**config.mk**
```make
export PLATFORM = sky130hd
export DESIGN_NAME = parameterized_counter
export DESIGN_NICKNAME = d
export VERILOG_FILES = /design/src/rtl/parameterized_counter.sv
export SDC_FILE = /design/constraint.sdc
export NUM_CORES = 1
export LEC_CHECK = 0
export CORE_AREA = 8 8 45 47
export DETAILED_ROUTE_END_ITERATION = 8
export DIE_AREA = 0 0 53 55
export SYNTH_ARGS = -nofsm -noshare
export SYNTH_HDL_FRONTEND = slang
export SYNTH_SLANG_ARGS = --single-unit
```
**constraint.sdc**
```tcl
create_clock -name clk -period 1.39 [get_ports clk]
set_input_delay 0.2085 -clock clk [delete_from_list [all_inputs] [get_ports clk]]
set_output_delay 0.2085 -clock clk [all_outputs]
set_load 0.05 [all_outputs]
```
**src/rtl/parameterized_counter.sv**
```systemverilog
// N-bit free-running up-counter with synchronous load, async active-high reset
// and terminal-count flag; PARAMETERIZED_COUNTER_WRAP_FLAG_EN adds a rollover pulse.
module parameterized_counter #(
  parameter int          N           = 8,
  parameter int unsigned RESET_VALUE = 0
) (
  input  logic         clk,
  input  logic         reset,
  input  logic         load_en,
  input  logic [N-1:0] data_in,
  output logic [N-1:0] count_out,
  output logic         tc
`ifdef PARAMETERIZED_COUNTER_WRAP_FLAG_EN
  ,
  output logic         wrap
`endif
);

  localparam logic [N-1:0] RST_VAL  = N'(RESET_VALUE);
  localparam logic [N-1:0] ONE      = N'(1);
  localparam logic [N-1:0] ALL_ONES = '1;

  always_ff @(posedge clk or posedge reset) begin
    if (reset) begin
      count_out <= RST_VAL;
    end else if (load_en) begin
      count_out <= data_in;
    end else begin
      count_out <= count_out + ONE;
    end
  end

  assign tc = (count_out == ALL_ONES);

`ifdef PARAMETERIZED_COUNTER_WRAP_FLAG_EN
  // Only a genuine increment out of all-ones counts as a rollover; loads never do.
  always_ff @(posedge clk or posedge reset) begin
    if (reset) begin
      wrap <= 1'b0;
    end else begin
      wrap <= tc && !load_en;
    end
  end
`endif

endmodule

```
==> qor.txt, run 1 <==
status -> completed
type of the most critical hold path -> in -> async
Commonest cells post-synth -> nand2_1 (9), dfrtp_1 (8), o21ai_0 (7)
worst skew pair latency -> 260 ps
Post-synth ARST share -> 100.0%
reported net switching power -> 0.0003262 W
Routed WL -> 1.245 mm
effective utilization at floorplan -> 30.74%
Cell Count, Final, Fillers Out -> 92
CTS max path bufs -> 2
Place WS -> -62.29 ps
mean area per synthesized cell -> 9.051 sq um
Max Slew Vio Count -> 0
pin count of the biggest net entering global routing -> 9
Distinct cells, synth -> 16
RePlAce Congestion -> 0.7013
drt drc -> 0
count leader, synth -> nand2_1
Sink Count -> 8
share of power burned in combinational logic -> 43.9%
HPWL after DPL -> 950.4 um
Cell Area, Placed -> 765.7 sq um
Max Cap Violations -> 0
Slew @ Worst Pin -> 307.7 ps
number of flops mapped to enable cells by yosys -> 0
CP max FO -> 4
Yosys reg bits -> 8
WP data required -> 1180 ps
leakage -> 0.3379 nW
Max Clock Freq -> 730.7 MHz
top cells by area, synth -> dfrtp_1 (47%), o21ai_0 (8.2%), nand2_1 (7.9%)
Final Hold Fails -> 0
initial antenna violation count -> 0
register area -> 209.0 sq um
setup violators final -> 0
Peak VDD IR -> 0.5798 mV
first-pass GRT wire length -> 2.076 mm
H-Tree Depth -> 1
P per Cell Area -> 1089 nW/um^2
Root Buffer -> clkbuf_4
# diodes -> 0
multi-input logic area -> 235.2 sq um
Worst Skew -> 5.586 ps
Clock power frac -> 22.2%
Cells after Synth -> 47
total grt overflow -> 0
clk slew on worst S/H paths -> 60 ps
endpoint class of the critical path -> primary output
vias in the first global route -> 460
Setup WS post-layout -> 21.37 ps
Ports -> 20
Setup CP Type -> reg -> out
1st-iter DRT viols -> 11
Slew headroom -> 79.46%
synthesized area -> 425.4 sq um
Seq/Total Area, Yosys -> 47.06%
design area -> 834.6 sq um
Final Core Density -> 60.31%
standard-cell row count -> 14
vias -> 453
crit-path max cell delay -> 380 ps
Yosys top cell area share -> 47.06%
top_reg_cell synth -> dfrtp_1
total power -> 0.0009086 W
Vias per Instance -> 4.924
die area -> 2915 sq um
max FFs per register -> 8
Worst setup SP type -> flip-flop
top cell type by total area after synthesis -> dfrtp_1
CP cell instances -> ha_4, nand3_2, nor2_4, buf_12
die width -> 53 um
Syn Nets -> 59
area of the core -> 1384 sq um
NumNets Final -> 89
Synth-to-Final Area Change -> 96.18%
layout cells sized above 1 -> 42.11%
Synth warnings -> 0
Crit-path slowest cell -> dfrtp_2
First-pass DRT Iterations -> 4
Die Y -> 55 um
post-route ant nets -> 0
DR WL/cell -> 13.53 um
switch share -> 35.90%
Final Cycle Share -> 98.46%
crit path DAT -> 1160 ps
Biggest register -> count_out
Int Pwr -> 0.0005824 W
Placed Cells -> 83
port buffer count -> 19
fill count -> 120
minimum clock period -> 1369 ps
cts bufs inserted -> 3
biggest regs -> count_out (8)
CTS tree -> built
Seq pwr share -> 33.9%
RSZ-0062 raised after global routing -> yes
total track usage -> 10.01%
-- worst paths after layout --
check                               endpoint  slack (ps)  cells after the start         start
worst max-delay path                      tc          20                      4  count_out[1]
worst min-delay path            count_out[5]         190                      2         reset
worst max register to register  count_out[7]          90                      4  count_out[6]
worst min register to register  count_out[0]         640                      2  count_out[0]
max in group asynchronous       count_out[0]         950                      2         reset
min in group clk                count_out[3]         490                      3    data_in[3]
-- placed cells by master, fill, tap and decap left out, drive strengths merged --
cell type,count
buf,17
clkbuf,4
clkdlybuf4s50,10
dfrtp,8
ha,1
inv,1
mux2,1
nand2,9
nand3,7
nand4,1
nor2,1
nor2b,3
o21ai,7
or4,3
xnor2,1
xor2,2
-- power by group through the flow --
stage          registers (W)  logic [W]  clock network [W]
2_1_floorplan       0.000414  0.0000738                  0
3_3_place_gp        0.000330   0.000349                  0
3_5_place_dp        0.000333   0.000352                  0
4_1_cts             0.000307   0.000403           0.000209
5_1_grt             0.000313   0.000425           0.000219
6_report            0.000308   0.000399           0.000201
-- layout make-up --
cell class	instances	share of cell area (%)
multi-input cells	36	28.19
clock buffers	4	3.148
well taps	16	2.399
inverters	1	0.4498
flip-flops and latches	8	25.04
repair buffers	27	40.78
-- cells by family after synthesis --
family | count (synthesis) | synth area share, %
flops | 8 | 47.06
xor+xnor | 3 | 6.178
simple gates | 24 | 29.41
mux | 1 | 2.647
buf+inv | 3 | 3.528
compound gates | 7 | 8.234
fa+ha+maj | 1 | 2.941
-- repair_timing --
item,in CTS,in global routing
endpoints found under the setup margin,1,2
resized for setup,1,0
hold buffers,0,0
pin swaps,2,1
setup buffers,5,0
-- metrics by stage --
stage          TNS [ps]  hold slack [ps]
2_1_floorplan         0            23.69
4_1_cts               0            198.4
6_report              0            185.6
5_1_grt          -27.63            222.1
3_5_place_dp     -183.2            481.1
3_3_place_gp     -65.75            481.5
-- critical path, delay by kind of cell (launching register included) --
family | cells | cell delay (ps)
buf+inv | 1 | 140
fa+ha+maj | 1 | 160
simple gates | 2 | 220
flops | 1 | 380
-- layer usage --
layer / vias to the layer above / global-route usage, % / part of all wire, %
met5: - / 0 / 0
met4: 0 / 6.466 / 2.2
met3: 4 / 4.813 / 9.4
met2: 26 / 16.41 / 52
met1: 198 / 10.05 / 36
li1: 225 / - / -
No activity file was read; power rests on OpenSTA's default activity.
==> run 2, diff against run 1 <==
Settings changed: SKIP_LAST_GASP set to 1.
==> run 2 against run 1 <==
Effect of this change:
- clock skew unchanged
- highest routed layer unchanged
- power unchanged
- clock power about the same
- critical endpoint unchanged
- critical path type unchanged
- sequential power about the same
==> qor.txt, run 2 (synthesized netlist as in run 1, its figures left out) <==
HPWL after DPL -> 950.4 um
vias -> 453
CTS tree -> built
post-route ant nets -> 0
design area -> 834.6 sq um
Setup CP Type -> reg -> out
Max Clock Freq -> 730.7 MHz
Hold Buf Count CTS -> 0
clk slew on worst S/H paths -> 60 ps
total power -> 0.0009086 W
Sum Neg Setup Slack -> 0 ps
# diodes -> 0
CP max FO -> 4
Slew headroom -> 79.46%
1st-iter DRT viols -> 11
share of power burned in combinational logic -> 43.9%
CP cell instances -> ha_4, nand3_2, nor2_4, buf_12
Ports -> 20
RSZ-0062 raised after global routing -> yes
Reg2Reg Setup Slack -> 90 ps
Final Hold Fails -> 0
Cell Area, Placed -> 765.7 sq um
CTS max path bufs -> 2
total track usage -> 10.01%
Root Buffer -> clkbuf_4
total grt overflow -> 0
WP buf/inv -> 1
Setup crit start -> count_out[1]
max FFs per register -> 8
die width -> 53 um
Setup WS post-layout -> 21.37 ps
endpoint class of the critical path -> primary output
Sink Count -> 8
Biggest register -> count_out
Worst Skew -> 5.586 ps
NumNets Final -> 89
first-pass GRT wire length -> 2.076 mm
most frequent cells in the layout -> clkdlybuf4s50_1 (10), nand2_1 (9), buf_12 (9)
Int Pwr -> 0.0005824 W
area of the core -> 1384 sq um
port buffer count -> 19
biggest regs -> count_out (8)
Place WS -> -62.29 ps
reported net switching power -> 0.0003262 W
setup violators final -> 0
standard-cell row count -> 14
cts bufs inserted -> 3
drt drc -> 0
Seq pwr share -> 33.9%
effective utilization at floorplan -> 30.74%
pin count of the biggest net entering global routing -> 9
die area -> 2915 sq um
First-pass DRT Iterations -> 4
worst reg2reg endpoint -> count_out[7]
P per Cell Area -> 1089 nW/um^2
DR WL/cell -> 13.53 um
Die Y -> 55 um
Clock power frac -> 22.2%
crit-path max cell delay -> 380 ps
Slew @ Worst Pin -> 307.7 ps
H-Tree Depth -> 1
worst r2r path cells -> 4
Final Cycle Share -> 98.46%
RePlAce Congestion -> 0.7013
WP data required -> 1180 ps
status -> completed
leakage -> 0.3379 nW
layout cells sized above 1 -> 42.11%
Max Cap Violations -> 0
Vias per Instance -> 4.924
switch share -> 35.90%
Synth-to-Final Area Change -> 96.18%
Crit-path slowest cell -> dfrtp_2
worst skew pair latency -> 260 ps
vias in the first global route -> 460
Max Slew Vio Count -> 0
initial antenna violation count -> 0
Worst setup SP type -> flip-flop
type of the most critical hold path -> in -> async
crit path DAT -> 1160 ps
FF-to-FF Start -> count_out[6]
Routed WL -> 1.245 mm
commonest non-fill, non-tap cell in the layout -> clkdlybuf4s50_1
Peak VDD IR -> 0.5798 mV
minimum clock period -> 1369 ps
largest delay contributor family on the critical path -> flip-flops
==> run 2: cell counts in the layout (fill, tap and decap cells not counted) <==
Identical to the previous run, type by type.
==> run 2: power groups by stage <==
stage	logic, W	registers, W	clock network, W
final	0.000399	0.000308	0.000201
after global routing	0.000425	0.000313	0.000219
after CTS	0.000403	0.000307	0.000209
after detailed placement	0.000352	0.000333	0
after global placement	0.000349	0.000330	0
after floorplan	0.0000738	0.000414	0
==> run 2: final cells by class <==
class / instances / area, sq um
Fill cell: 120 / 549.3
Tap cell: 16 / 20.02
Inverter: 1 / 3.754
Sequential cell: 8 / 209.0
Timing Repair Buffer: 27 / 340.3
Clock buffer: 4 / 26.28
Multi-Input combinational cell: 36 / 235.2
==> run 2: per-layer routing <==
metal  track usage (%)  up-vias  routed length, um
met2             16.41       26                645
li1                  -      225                  -
met3             4.813        4                117
met1             10.05      198                453
met5                 0        -                  0
met4             6.466        0                 28
==> run 2: how the worst max path moves through the flow <==
stage                   end  slack, ps  cells past startpoint
2_1_floorplan  count_out[6]          8                      4
3_3_place_gp   count_out[7]        -30                      3
3_5_place_dp   count_out[6]        -60                      3
4_1_cts                  tc          9                      4
5_1_grt                  tc        -30                      4
6_report                 tc         20                      4
==> run 2: stage by stage <==
| step | std cells | hold slack (ps) | utilization [%] |
|---|---|---|---|
| after floorplan | 47 | 23.69 | - |
| after global placement | 83 | 481.5 | 55.33 |
| final | 92 | 185.6 | 60.31 |
| after CTS | 92 | 198.4 | 60.31 |
| after global routing | 92 | 222.1 | 60.31 |
| after detailed placement | 83 | 481.1 | 55.33 |
==> run 2: what timing repair did <==
action,in CTS,in global routing
setup endpoints to repair,1,2
pin swaps,2,1
resized for setup,1,0
setup buffers,5,0
